<file path="src/rtl/uart_cmd_receiver.sv">
// uart_cmd_receiver: assembles 3-byte UART command frames (cmd, data hi, data lo) and returns a response byte
//   clk_i          system clock
//   rst_ni         asynchronous active-low reset
//   rx_data_i      received byte from UART
//   rx_rdy_i       UART byte valid (level until clr_rx_rdy_o)
//   clr_rx_rdy_o   byte consumed this cycle (combinational)
//   cmd_o          assembled command byte
//   data_o         assembled data word
//   cmd_rdy_o      full frame available (level)
//   clr_cmd_rdy_i  consumer acknowledge for cmd_rdy_o
//   frm_err_o      one-cycle pulse when a partial frame is dropped on inter-byte timeout
//   resp_i         response byte to return
//   send_resp_i    request to transmit resp_i
//   tx_data_o      byte to UART transmitter
//   trmt_o         one-cycle transmit strobe
//   tx_done_i      UART transmit complete
//   resp_sent_o    response transmitted (level)
module uart_cmd_receiver #(
    parameter int TIMEOUT = 1_000_000
) (
    input  logic        clk_i,
    input  logic        rst_ni,
    input  logic [7:0]  rx_data_i,
    input  logic        rx_rdy_i,
    output logic        clr_rx_rdy_o,
    output logic [7:0]  cmd_o,
    output logic [15:0] data_o,
    output logic        cmd_rdy_o,
    input  logic        clr_cmd_rdy_i,
    output logic        frm_err_o,
    input  logic [7:0]  resp_i,
    input  logic        send_resp_i,
    output logic [7:0]  tx_data_o,
    output logic        trmt_o,
    input  logic        tx_done_i,
    output logic        resp_sent_o
);
    localparam int TW = $clog2(TIMEOUT);
    typedef enum logic [1:0] {IDLE, WAIT_HI, WAIT_LO} state_e;
    state_e        state_q, state_d;
    logic [TW-1:0] timer_q, timer_d;
    logic [7:0]    cmd_hold_q, cmd_hold_d, hi_hold_q, hi_hold_d, cmd_q, cmd_d;
    logic [15:0]   data_q, data_d;
    logic          cmd_rdy_q, cmd_rdy_d, frm_err_q, frm_err_d, complete, timeout;
    logic [7:0]    tx_data_q, tx_data_d;
    logic          trmt_q, trmt_d, tx_busy_q, tx_busy_d, resp_sent_q, resp_sent_d, accept;
    // Every state consumes a waiting byte, so the acknowledge simply mirrors rx_rdy_i.
    assign clr_rx_rdy_o = rx_rdy_i;
    assign timeout      = timer_q == TW'(TIMEOUT - 1);
    always_comb begin
        state_d    = state_q;
        timer_d    = '0;
        cmd_hold_d = cmd_hold_q;
        hi_hold_d  = hi_hold_q;
        cmd_d      = cmd_q;
        data_d     = data_q;
        frm_err_d  = 1'b0;
        complete   = 1'b0;
        case (state_q)
            IDLE: if (rx_rdy_i) begin
                cmd_hold_d = rx_data_i;
                state_d    = WAIT_HI;
            end
            WAIT_HI: if (rx_rdy_i) begin
                hi_hold_d = rx_data_i;
                state_d   = WAIT_LO;
            end else if (timeout) begin
                state_d   = IDLE;
                frm_err_d = 1'b1;
            end else begin
                timer_d = timer_q + 1'b1;
            end
            WAIT_LO: if (rx_rdy_i) begin
                cmd_d    = cmd_hold_q;
                data_d   = {hi_hold_q, rx_data_i};
                complete = 1'b1;
                state_d  = IDLE;
            end else if (timeout) begin
                state_d   = IDLE;
                frm_err_d = 1'b1;
            end else begin
                timer_d = timer_q + 1'b1;
            end
            default: state_d = IDLE;
        endcase
        // A completing frame outranks a simultaneous acknowledge.
        cmd_rdy_d = complete | (cmd_rdy_q & ~clr_cmd_rdy_i);
    end
    always_comb begin
        accept      = send_resp_i & ~tx_busy_q;
        tx_data_d   = accept ? resp_i : tx_data_q;
        trmt_d      = accept;
        tx_busy_d   = accept | (tx_busy_q & ~tx_done_i);
        resp_sent_d = accept ? 1'b0 : (tx_busy_q & tx_done_i) ? 1'b1 : resp_sent_q;
    end
    always_ff @(posedge clk_i or negedge rst_ni) begin
        if (!rst_ni) begin
            state_q     <= IDLE;
            timer_q     <= '0;
            cmd_hold_q  <= '0;
            hi_hold_q   <= '0;
            cmd_q       <= '0;
            data_q      <= '0;
            cmd_rdy_q   <= 1'b0;
            frm_err_q   <= 1'b0;
            tx_data_q   <= '0;
            trmt_q      <= 1'b0;
            tx_busy_q   <= 1'b0;
            resp_sent_q <= 1'b0;
        end else begin
            state_q     <= state_d;
            timer_q     <= timer_d;
            cmd_hold_q  <= cmd_hold_d;
            hi_hold_q   <= hi_hold_d;
            cmd_q       <= cmd_d;
            data_q      <= data_d;
            cmd_rdy_q   <= cmd_rdy_d;
            frm_err_q   <= frm_err_d;
            tx_data_q   <= tx_data_d;
            trmt_q      <= trmt_d;
            tx_busy_q   <= tx_busy_d;
            resp_sent_q <= resp_sent_d;
        end
    end
    assign cmd_o       = cmd_q;
    assign data_o      = data_q;
    assign cmd_rdy_o   = cmd_rdy_q;
    assign frm_err_o   = frm_err_q;
    assign tx_data_o   = tx_data_q;
    assign trmt_o      = trmt_q;
    assign resp_sent_o = resp_sent_q;
endmodule

</file>
<file path="config.mk">
export PLATFORM = sky130hd
export DESIGN_NAME = uart_cmd_receiver
export DESIGN_NICKNAME = d
export VERILOG_FILES = /design/src/rtl/uart_cmd_receiver.sv
export SDC_FILE = /design/constraint.sdc
export NUM_CORES = 1
export LEC_CHECK = 0
export BUFFER_PORTS_ARGS = -buffer_cell sky130_fd_sc_hd__buf_2
export CAP_MARGIN = 10
export CORE_UTILIZATION = 40
export CTS_CLUSTER_SIZE = 20
export DETAILED_ROUTE_END_ITERATION = 16
export GPL_TIMING_DRIVEN = 0
export MAX_ROUTING_LAYER = met4
export PLACE_DENSITY = 0.62
export SLEW_MARGIN = 0
export SYNTH_ARGS = -nofsm -noshare
export SYNTH_HDL_FRONTEND = slang
export SYNTH_SLANG_ARGS = --single-unit
</file>
<file path="constraint.sdc">
create_clock -name clk_i -period 2.3 [get_ports clk_i]
set_clock_uncertainty 0.05 [all_clocks]
set_input_delay 0.69 -clock clk_i [delete_from_list [all_inputs] [get_ports clk_i]]
set_output_delay 0.69 -clock clk_i [all_outputs]
set_load 0.01 [all_outputs]
</file>
==> summary.md, run 1 <==
| Metric | Value |
|---|---|
| Logic pwr share | `between 30% and 40%` |
| RR Endpoint | `timer_q[11]$_DFF_PN0_` |
| Post-synth top area share | `58.3%` |
| Antenna Cells | `0` |
| Register bit total from synthesis | `between 70 and 80` |
| Slew at the pin closest to its max-slew limit | `~0.58 ns` |
| Total clock sinks | `between 70 and 80` |
| Final hold slack | `roughly 0.095 ns` |
| Critical path fanouts, max | `10` |
| Routed length per instance | `roughly 14 µm` |
| R2R Setup Slk | `between 0.1 and 0.15 ns` |
| Internal Pwr Total | `around 2.9 mW` |
| Dominant synthesized flop cell | `dfrtp_1` |
| HP Class | `in -> async` |
| Number of DRC violations after detailed-routing iteration 0 | `between 70 and 80` |
| Root buffer cell | `clkbuf_8` |
| Row cnt | `32` |
| Sequential cell area | `approximately 1900 µm²` |
| Leakage | `approximately 1.7 nW` |
| Top Ports | `59` |
| Psw | `approximately 1.3 mW` |
| Min cycle time layout | `~2.2 ns` |
| CP Launch Type | `flip-flop` |
| Area growth syn-to-layout | `20.1%` |
| Fmax | `~460 MHz` |
| Worst-case reg-to-reg path depth | `6` |
| Register area share after synthesis | `between 50% and 60%` |
| DP Worst Slack | `-0.00826 ns` |
| Total power | `4.15 mW` |
| H-tree levels | `3` |
| # DRC | `0` |
| Switch share | `approximately 31%` |
| Gr usage total | `between 15 and 20%` |
| CTS Hold Buffers Added | `0` |
| Count of different cell masters after synthesis | `34` |
| DRT Pass-1 Iters | `4` |
| Initial antenna violation count | `0` |
| Kind of critical path | `reg -> reg` |
| Die ar. | `8420 µm²` |
| DR vias/cell | `5.07` |
| Vias in the first global route | `between 2000 and 2500` |
| Fin. max-slew vios | `0` |
| Final Instance Count excl. Fillers | `around 430` |
| Core area | `between 7000 and 8000 µm²` |
| Part of the cycle the worst path needs | `between 90 and 100%` |
| # fillers | `between 700 and 800` |
| Clk slew on worst S/H paths | `0.08 ns` |
| Top cells by count, synth | `75 x dfrtp_1, 48 x mux2_2, 22 x nor2_1` |
| Area leader, netlist | `dfrtp_1` |
| Max-Cap Viols | `0` |
| Synth warn | `0` |
| Die X-Extent | `between 90 and 100 µm` |
| EDFF count, synth | `0` |
| Total Wirelength | `5.82 mm` |
| CTS tree | `built` |
| Hpwl dp | `between 4 and 5 mm` |
| Clock power share | `between 20% and 30%` |
| VDD IR max | `around 360 µV` |
| Layout cell share with drive strength beyond 1 | `42.0%` |
| Power Density | `1070 nW/µm²` |
| CP endpoint kind | `flip-flop` |
| Max clock buf depth | `2` |
| Placed insts | `410` |
| IO buf count | `58` |
| Uppermost layer routed | `met4` |
| Area of the multi-input gates | `1280 µm²` |
| Metal2 WL | `~2.7 mm` |
| Max_slew headroom | `61.6%` |
| Launch point of the worst path | `timer_q[0]$_DFF_PN0_` |
| Final setup violation count | `0` |
| Ranking of synthesized cells by area | `dfrtp_1 58%, mux2_2 17%, xnor2_1 2.7%` |
| Status | `finished, final reports clean` |
| Final hold vios | `0` |
| DR vias | `2170` |
| DIE HEIGHT | `between 90 and 100 µm` |
| FFs w/ async S/R, synth | `100%` |
| Routability cong. | `about 0.80` |
| Final nets | `348` |
| Cell area after synthesis | `approximately 3200 µm²` |
| Starting density of the core | `between 40 and 50%` |
| Antenna Violating Nets Remaining | `0` |
| Critical R2R Launch | `timer_q[0]$_DFF_PN0_` |
| Worst setup path endpoint | `timer_q[11]$_DFF_PN0_` |
| Skew-Pair Late Insertion Delay | `between 0.3 and 0.4 ns` |
| DRT met1 WL | `roughly 2.8 mm` |
| Largest net degree at the start of global routing | `70` |
| Worst Path Required | `between 2 and 2.5 ns` |
| Total CTS buffers | `9` |
| Count leader, synth | `dfrtp_1` |
| GRT overflow | `0` |
| CP arrival | `around 2.4 ns` |
| Average size of a mapped cell | `12.9 µm²` |
| Setup WS post-layout | `about 0.14 ns` |
| Met3 wire len | `247 µm` |
| Mapped Nets | `~280` |
| Instance count of the mapped netlist | `249` |
| Global-route wire length before repair | `approximately 10 mm` |
| Seq pwr share | `between 40% and 50%` |
==> layer usage <==
layer  vias to the layer above  global-route usage [%]
met4                         0                    8.59
met5                         -                       -
met1                      1076                    20.1
met3                        11                    3.23
met2                        57                    23.9
li1                       1026                       -
==> power groups by stage <==
| stage | sequential (mW) | clock (mW) | combinational, mW |
|---|---|---|---|
| floorplan | 2.10 | 0 | 0.686 |
| global placement | 1.98 | 0 | 1.23 |
| detailed placement | 2.01 | 0 | 1.27 |
| global route | 2.04 | 1.01 | 1.38 |
| finish | 1.98 | 0.910 | 1.26 |
| CTS | 1.98 | 0.952 | 1.27 |
==> worst min path at each step <==
| stage | endpoint | start | slack, ns |
|---|---|---|---|
| 3_5_place_dp | data_o[14]$_DFFE_PN0P_ | data_o[14]$_DFFE_PN0P_ | 0.44 |
| 2_1_floorplan | cmd_hold_q[0]$_DFFE_PN0P_ | rst_ni | 0.34 |
| 6_report | data_o[11]$_DFFE_PN0P_ | rst_ni | 0.1 |
| 5_1_grt | data_o[11]$_DFFE_PN0P_ | rst_ni | 0.08 |
| 3_3_place_gp | tx_busy_q$_DFF_PN0_ | tx_busy_q$_DFF_PN0_ | 0.42 |
| 4_1_cts | data_o[11]$_DFFE_PN0P_ | rst_ni | 0.09 |
==> sequential cells by signal (all words and copies together), names as in the netlist, 2 cells and up <==
signal      flops
timer_q        20
data_o         16
cmd_hold_q      8
cmd_o           8
hi_hold_q       8
tx_data_o       8
state_q         2
==> cell families after synthesis <==
group | Yosys count | share of synthesized area [%]
flops | 75 | 58.3
fa+ha+maj | 5 | 1.94
buf+inv | 14 | 2.06
simple gates | 77 | 13.5
compound gates | 13 | 2.76
xor+xnor | 14 | 3.81
mux | 51 | 17.7
==> cell usage in the layout (no fill, tap or decap), drive strengths merged <==
master	synthesis	routed
buf	4	65
nor3	4	4
ha	5	5
mux2	48	48
clkinv	0	2
nor2b	1	1
dfrtp	75	75
or2	1	1
and3	1	1
nand3	7	7
o211ai	1	1
and4	3	3
inv	7	8
nand3b	1	1
clkbuf	3	14
nand2	13	13
xnor2	10	10
o311ai	1	1
nor4b	2	2
nand4bb	1	1
nor2	22	22
xor2	4	4
a21oi	5	5
or3	4	4
o21ai	6	6
clkinvlp	0	2
or4	3	3
mux2i	3	3
nor4	7	7
nand4	7	7
==> cell type report <==
class,instances,area share (%)
clock inverters,5,0.970
clock buffers,11,3.65
repair buffers,61,8.66
flip-flops and latches,75,48.5
inverters,7,0.679
well taps,102,3.30
plain buffers,7,1.03
multi-input cells,160,33.2
==> worst max-delay path, stage by stage (launching register included) <==
cell	delay, ns
dfrtp_1	0.43
ha_1	0.26
nand4_2	0.23
nand4bb_1	0.35
o311ai_4	0.47
buf_6	0.20
nor2_1	0.05
==> metrics by stage <==
step | TNS (ns) | instance area [µm²] | util, %
after floorplan | 0 | 3220 | -
after global placement | 0 | 3640 | 46.9
after detailed placement | -0.00826 | 3670 | 47.2
after CTS | 0 | 3850 | 49.5
after global routing | -0.00271 | 3870 | 49.8
final | 0 | 3870 | 49.8
==> timing repair <==
action                                  4_1_cts  5_1_grt
endpoints found under the setup margin        0       12
gates resized for setup                       0        1
buffers inserted                              0        2
Note: power is estimated with default switching activity, not from simulation.
==> inputs of run 2 (changes only) <==
--- a/config.mk
+++ b/config.mk
@@ -12,8 +12,8 @@
 export DETAILED_ROUTE_END_ITERATION = 16
 export GPL_TIMING_DRIVEN = 0
 export MAX_ROUTING_LAYER = met4
-export PLACE_DENSITY = 0.62
-export SLEW_MARGIN = 0
+export PLACE_DENSITY = 0.64
+export SLEW_MARGIN = 20
 export SYNTH_ARGS = -nofsm -noshare
 export SYNTH_HDL_FRONTEND = slang
 export SYNTH_SLANG_ARGS = --single-unit
==> constraint.sdc (replaced) <==
create_clock -name clk_i -period 1.76 [get_ports clk_i]
set_clock_uncertainty 0.05 [all_clocks]
set_input_delay 0.528 -clock clk_i [delete_from_list [all_inputs] [get_ports clk_i]]
set_output_delay 0.528 -clock clk_i [all_outputs]
set_load 0.01 [all_outputs]
==> run 2 against run 1 <==
Compared with the run above:
- the flow now finishes with violations (setup timing)
- combinational power up 43%
- sequential cell count unchanged
- cell count is 3.7% higher
- sequential share of layout area down 2.6 points
- hold slack better by 0.22 ns
- sequential power grew 30%
- clock-buffer cell count down 2
- global-route usage rose by 0.58 points
- power grew 35%
- highest routed layer unchanged
==> summary.md, run 2 (synthesis gave the netlist of run 1 again) <==
| Metric | Value |
|---|---|
| Min cycle time layout | `1.79 ns (-0.373 ns)` |
| Row cnt | `32 (unchanged)` |
| # DRC | `0 (unchanged)` |
| Initial antenna violation count | `0 (unchanged)` |
| Skew-Pair Late Insertion Delay | `0.35 ns (about the same)` |
| Max clock buf depth | `2 (unchanged)` |
| Total power | `5.62 mW (+35%)` |
| Clk slew on worst S/H paths | `0.09 ns (about the same)` |
| H-tree levels | `3 (unchanged)` |
| Area growth syn-to-layout | `28.0%` |
| DR vias/cell | `5.02 (-1.0%)` |
| Final setup violation count | `15 (+15)` |
| Gr usage total | `16.4% (+0.58 points)` |
| Vias in the first global route | `2176 (+4.3%)` |
| Critical path fanouts, max | `5 (-5)` |
| CP Launch Type | `flip-flop` |
| Placed insts | `410 (unchanged)` |
| Commonest non-fill, non-tap cell in the layout | `dfrtp_1` |
| Worst Path Required | `1.95 ns (-0.54 ns)` |
| Final hold vios | `0 (unchanged)` |
| Final hold slack | `0.314 ns (+0.218 ns)` |
| GRT overflow | `0 (unchanged)` |
| Total clock sinks | `75 (unchanged)` |
| CTS tree | `built` |
| Top Ports | `59 (unchanged)` |
| Number of DRC violations after detailed-routing iteration 0 | `61 (-19%)` |
| Power Density | `1360 nW/µm² (+27%)` |
| VDD IR max | `427 µV (+19%)` |
| Part of the cycle the worst path needs | `101% (+7.6 points)` |
| DRT Pass-1 Iters | `4 (unchanged)` |
| Worst Hold Depth | `2` |
| Hpwl dp | `4.18 mm (+2.3%)` |
| Violated checks | `setup timing` |
| Largest stage delay on the critical path | `0.42 ns (-0.05 ns)` |
| Routability cong. | `0.750 (-6.1%)` |
| Status | `finished, violations left` |
| Routed length per instance | `14.1 µm (+3.4%)` |
| Setup WS post-layout | `-0.0250 ns (-0.167 ns)` |
| Core area | `7770 µm² (unchanged)` |
| Most frequent cells in the layout | `63 x dfrtp_1, 58 x buf_2, 48 x mux2_2, 18 x nor2_1, 17 x buf_4` |
| Largest register by flop count | `timer_q` |
| CP endpoint kind | `flip-flop` |
| Leakage | `1.83 nW (+6.7%)` |
| Starting density of the core | `41.5% (unchanged)` |
| Total Wirelength | `6.24 mm (+7.2%)` |
| Layout cell share with drive strength beyond 1 | `51.2% (+9.1 points)` |
| Fin. max-slew vios | `0 (unchanged)` |
| Final Instance Count excl. Fillers | `444 (+3.7%)` |
| Die ar. | `8420 µm² (unchanged)` |
| Max-Cap Viols | `0 (unchanged)` |
| HP Class | `in -> reg` |
| Root buffer cell | `clkbuf_8` |
| Slowest-stage cell, CP | `dfrtp_2` |
| Global-route wire length before repair | `10.4 mm (+3.3%)` |
| # fillers | `673 (-6.4%)` |
| Slew at the pin closest to its max-slew limit | `0.450 ns (-0.125 ns)` |
| Worst path cell trace | `ha_4 > nand4_4 > buf_4 > nor4_4 > mux2i_1 > nor4_1` |
| Die X-Extent | `91.7 µm (unchanged)` |
| DP Worst Slack | `-0.286 ns (-0.278 ns)` |
| DIE HEIGHT | `91.7 µm (unchanged)` |
| IO buf count | `58 (unchanged)` |
| Max_slew headroom | `70.0% (+8.3 points)` |
| DR vias | `2228 (+2.7%)` |
| Largest net degree at the start of global routing | `56 (-20%)` |
| Kind of critical path | `reg -> reg` |
| Final nets | `364 (+4.6%)` |
| Antenna Violating Nets Remaining | `0 (unchanged)` |
| Fmax | `560 MHz (+21%)` |
| Antenna Cells | `0 (unchanged)` |
| CP arrival | `1.98 ns (-0.37 ns)` |
| Max reg flops | `20 (unchanged)` |
| Total CTS buffers | `9 (unchanged)` |
| RSZ-0062 raised after global routing | `true` |
| Worst-case reg-to-reg path depth | `6 (unchanged)` |
run 2: cell count changes in the layout (fill, tap and decap cells not counted), sizes merged:
cell	before	now
dlygate4sd3	0	1
inv	8	10
clkbuf	14	12
buf	65	80
run 2: power breakdown:
part / switching [mW] / total [mW] / internal (mW)
clock network: 0.709 / 1.24 / 0.536
registers: 0.278 / 2.58 / 2.30
logic: 0.830 / 1.80 / 0.967
run 2: timing repair:
item,CTS,global route
setup buffers,7,9
endpoints found under the hold margin,0,4
pin swaps,3,5
hold buffers,0,1
endpoints found under the setup margin,41,30
resized for setup,19,12
gates cloned,0,1
run 2: area by class of cell:
class	instances	area (µm²)	area share, %
Multi-Input combinational cell	160	1380	33.3
Inverter	7	26.3	0.637
Clock inverter	7	61.3	1.49
Sequential cell	75	1890	45.9
Clock buffer	9	124	3.00
Tap cell	102	128	3.09
Buffer	7	56.3	1.36
Timing Repair Buffer	77	463	11.2
run 2: metal layers:
metal | track usage [%] | wire length, µm | vias up
li1 | - | - | 1075
met1 | 20.8 | 2930 | 1100
met2 | 24.9 | 3010 | 47
met3 | 4.64 | 245 | 6
met4 | 6.64 | 57 | 0
met5 | - | 0 | -
run 2: final timing paths:
kind / from / to / slack, ns
max reg2reg: timer_q[0]$_DFF_PN0_ / timer_q[18]$_DFF_PN0_ / -0.03
max in group asynchronous: rst_ni / timer_q[14]$_DFF_PN0_ / 0.55
min in group asynchronous: rst_ni / timer_q[1]$_DFF_PN0_ / 0.56
min reg2reg: cmd_hold_q[1]$_DFFE_PN0P_ / cmd_o[1]$_DFFE_PN0P_ / 0.44
min: tx_done_i / tx_busy_q$_DFF_PN0_ / 0.31
max: timer_q[0]$_DFF_PN0_ / timer_q[18]$_DFF_PN0_ / -0.03
run 2: critical path: cells and delay by family, from the launching register on:
family                   cells  cell delay (ns)
adder cells (fa/ha/maj)      1             0.17
multiplexers                 1             0.13
flip-flops                   1             0.42
AND/OR/NAND/NOR              3             0.72
buffers and inverters        1             0.18
run 2: stage by stage:
step                util [%]  setup TNS [ns]  area (µm²)
floorplan                  -               0        3270
global placement        47.5          -34.70        3690
detailed placement      47.9           -8.71        3720
CTS                     51.5          -0.148        4000
global route            53.1           -1.44        4130
finish                  53.1          -0.224        4130
==> inputs of run 3 (changes only) <==
--- a/config.mk
+++ b/config.mk
@@ -12,7 +12,7 @@
 export DETAILED_ROUTE_END_ITERATION = 16
 export GPL_TIMING_DRIVEN = 0
 export MAX_ROUTING_LAYER = met4
-export PLACE_DENSITY = 0.64
+export PLACE_DENSITY = 0.61
 export SLEW_MARGIN = 20
 export SYNTH_ARGS = -nofsm -noshare
 export SYNTH_HDL_FRONTEND = slang
==> run 3 against run 2 <==
Compared with the run above:
- the flow still finishes with violations (setup timing)
- routed wire length grew 4.5%
- sequential share of layout area shrank 1.2 points
- non-clock buffer count grew 3
- critical endpoint is now timer_q[19]$_DFF_PN0_
- largest power group unchanged
- highest routed layer unchanged
==> summary.md, run 3 (synthesis gave the netlist of run 1 again) <==
| Metric | Value |
|---|---|
| Cell family with most CP delay | `simple AND/OR/NAND/NOR gates` |
| H-tree levels | `3 (unchanged)` |
| Die X-Extent | `91.7 µm (unchanged)` |
| Gr usage total | `17.0% (+0.56 points)` |
| Routability cong. | `0.799 (+6.6%)` |
| Antenna Violating Nets Remaining | `0 (unchanged)` |
| Internal Pwr Total | `4.00 mW (+5.3%)` |
| # fillers | `691 (+2.7%)` |
| Skew-Pair Late Insertion Delay | `0.35 ns (about the same)` |
| CP endpoint kind | `flip-flop` |
| Largest stage delay on the critical path | `0.58 ns (+0.16 ns)` |
| Die ar. | `8420 µm² (unchanged)` |
| Layout cell share with drive strength beyond 1 | `54.2% (+3.0 points)` |
| Min cycle time layout | `1.81 ns (+0.0280 ns)` |
| VDD IR max | `583 µV (+36%)` |
| Critical path fanouts, max | `6 (+1)` |
| Power Density | `1370 nW/µm² (+0.56%)` |
| Routed length per instance | `14.6 µm (+3.8%)` |
| Max-Cap Viols | `0 (unchanged)` |
| Sequential cell area | `1890 µm² (about the same)` |
| DIE HEIGHT | `91.7 µm (unchanged)` |
| Worst Path Required | `1.98 ns (+0.03 ns)` |
| Slowest-stage cell, CP | `or4_4` |
| Clk slew on worst S/H paths | `0.08 ns (about the same)` |
| Total CTS buffers | `9 (unchanged)` |
| CP arrival | `2.03 ns (+0.05 ns)` |
| DR vias/cell | `5.03 (+0.22%)` |
| Total Wirelength | `6.52 mm (+4.5%)` |
| Final nets | `367 (+0.82%)` |
| Largest register by flop count | `timer_q` |
| Row cnt | `32 (unchanged)` |
| Uppermost layer routed | `met4` |
| CTS Hold Buffers Added | `0 (unchanged)` |
| HP Class | `in -> async` |
| Area of the multi-input gates | `1430 µm² (+3.9%)` |
| Setup WS post-layout | `-0.0530 ns (-0.0280 ns)` |
| Psw | `1.79 mW (-1.5%)` |
| Placed insts | `410 (unchanged)` |
| Hpwl dp | `4.07 mm (-2.6%)` |
| GRT overflow | `0 (unchanged)` |
| Logic pwr share | `31.9% (about the same)` |
| Status | `finished, violations left` |
| Fmax | `552 MHz (-1.5%)` |
| IO buf count | `58 (unchanged)` |
| Top Ports | `59 (unchanged)` |
| Starting density of the core | `41.5% (unchanged)` |
| Max_slew headroom | `67.9% (-2.0 points)` |
| Number of DRC violations after detailed-routing iteration 0 | `71 (+16%)` |
| Vias in the first global route | `2149 (-1.2%)` |
| # DRC | `0 (unchanged)` |
| Slew at the pin closest to its max-slew limit | `0.481 ns (+0.0305 ns)` |
| Final hold vios | `0 (unchanged)` |
| Switch share | `30.9% (-1.5 points)` |
| Antenna Cells | `0 (unchanged)` |
| DRT Pass-1 Iters | `4 (unchanged)` |
| Fin. max-slew vios | `0 (unchanged)` |
| Seq pwr share | `44.4% (-1.5 points)` |
| Part of the cycle the worst path needs | `103% (+1.6 points)` |
| Worst path cell trace | `nand4_1 > or4_4 > or3_1 > a21oi_1` |
| RSZ-0062 raised after global routing | `true` |
| Global-route wire length before repair | `10.7 mm (+2.9%)` |
| Max clock buf depth | `2 (unchanged)` |
| DRT met1 WL | `3.03 mm (+3.5%)` |
| Max reg flops | `20 (unchanged)` |
| Violated checks | `setup timing` |
| Most frequent cells in the layout | `64 x dfrtp_1, 57 x buf_2, 48 x mux2_2, 20 x buf_4, 13 x nor2_1` |
| Leakage | `1.87 nW (+2.3%)` |
| Final hold slack | `0.0304 ns (-0.283 ns)` |
| Final Instance Count excl. Fillers | `447 (+0.68%)` |
| Largest net degree at the start of global routing | `50 (-11%)` |
| DR vias | `2248 (+0.90%)` |
| Area growth syn-to-layout | `31.3%` |
| Total clock sinks | `75 (unchanged)` |
| Commonest non-fill, non-tap cell in the layout | `dfrtp_1` |
| Root buffer cell | `clkbuf_8` |
| Final setup violation count | `2 (-13)` |
| Initial antenna violation count | `0 (unchanged)` |
| Metal2 WL | `3.13 mm (+3.8%)` |
| Met3 wire len | `297 µm (+21%)` |
| Buf+Inv Stages, Crit Path | `0 (-1)` |
| CP Launch Type | `flip-flop` |
| CTS tree | `built` |
| Kind of critical path | `reg -> reg` |
| Clock power share | `23.7% (+1.5 points)` |
| Core area | `7770 µm² (unchanged)` |
-- run 3: cell count changes in the layout (fill, tap and decap cells not counted), moves of 2 or more --
cell / delta
nor2_1: -5
nor2_2: +5
buf_4: +3
buf_6: +2
clkinv_4: -2
nor4_1: -2
-- run 3: metrics by stage --
| step | setup slack, ns | setup TNS, ns | total power [mW] | instance area, µm² | util, % |
|---|---|---|---|---|---|
| after global placement | -0.376 | -35.80 | 4.22 | 3690 | 47.5 |
| after floorplan | 0.00446 | 0 | 3.65 | 3270 | - |
| after detailed placement | -0.285 | -9.27 | 4.28 | 3720 | 47.9 |
| final | -0.0530 | -0.0564 | 5.79 | 4230 | 54.5 |
| after global routing | -0.0908 | -1.00 | 6.18 | 4230 | 54.5 |
| after CTS | -0.0560 | -0.417 | 5.76 | 4070 | 52.4 |
-- run 3: layer usage --
layer | vias up | GRT usage [%]
li1 | 1065 | -
met1 | 1115 | 21.4
met2 | 58 | 26.4
met3 | 10 | 5.39
met4 | 0 | 5.08
met5 | - | -
-- run 3: cell type report --
class	instances	share of cell area (%)
multi-input combinational	160	33.8
tap	102	3.02
buffer	7	1.33
inverter	7	0.621
timing repair buffer	80	11.7
clock buffer	10	3.25
sequential	75	44.7
clock inverter	6	1.66
-- run 3: worst paths after layout --
| path | startpoint | endpoint | slack [ns] | depth (start not counted) |
|---|---|---|---|---|
| setup / recovery | timer_q[7]$_DFF_PN0_ | timer_q[19]$_DFF_PN0_ | -0.05 | 4 |
| setup reg to reg | timer_q[7]$_DFF_PN0_ | timer_q[19]$_DFF_PN0_ | -0.05 | 4 |
| min in group clk_i | clr_cmd_rdy_i | cmd_rdy_o$_DFF_PN0_ | 0.30 | 2 |
| hold / removal | rst_ni | resp_sent_o$_DFFE_PN0P_ | 0.03 | 1 |
| max in group asynchronous | rst_ni | timer_q[3]$_DFF_PN0_ | 1.05 | 2 |
| hold reg to reg | tx_busy_q$_DFF_PN0_ | tx_busy_q$_DFF_PN0_ | 0.44 | 1 |
-- run 3: power groups by stage --
stage          sequential, mW  combinational, mW  clock (mW)
2_1_floorplan            2.75              0.902           0
3_3_place_gp             2.59               1.63           0
3_5_place_dp             2.62               1.66           0
4_1_cts                  2.58               1.76        1.42
5_1_grt                  2.66               2.03        1.49
6_report                 2.57               1.85        1.37
-- run 3: what timing repair did --
| item | in CTS | in global routing |
|---|---|---|
| gates cloned | 0 | 1 |
| setup endpoints to repair | 41 | 29 |
| resized for setup | 22 | 26 |
| pin swaps | 5 | 12 |
| setup buffers | 10 | 12 |
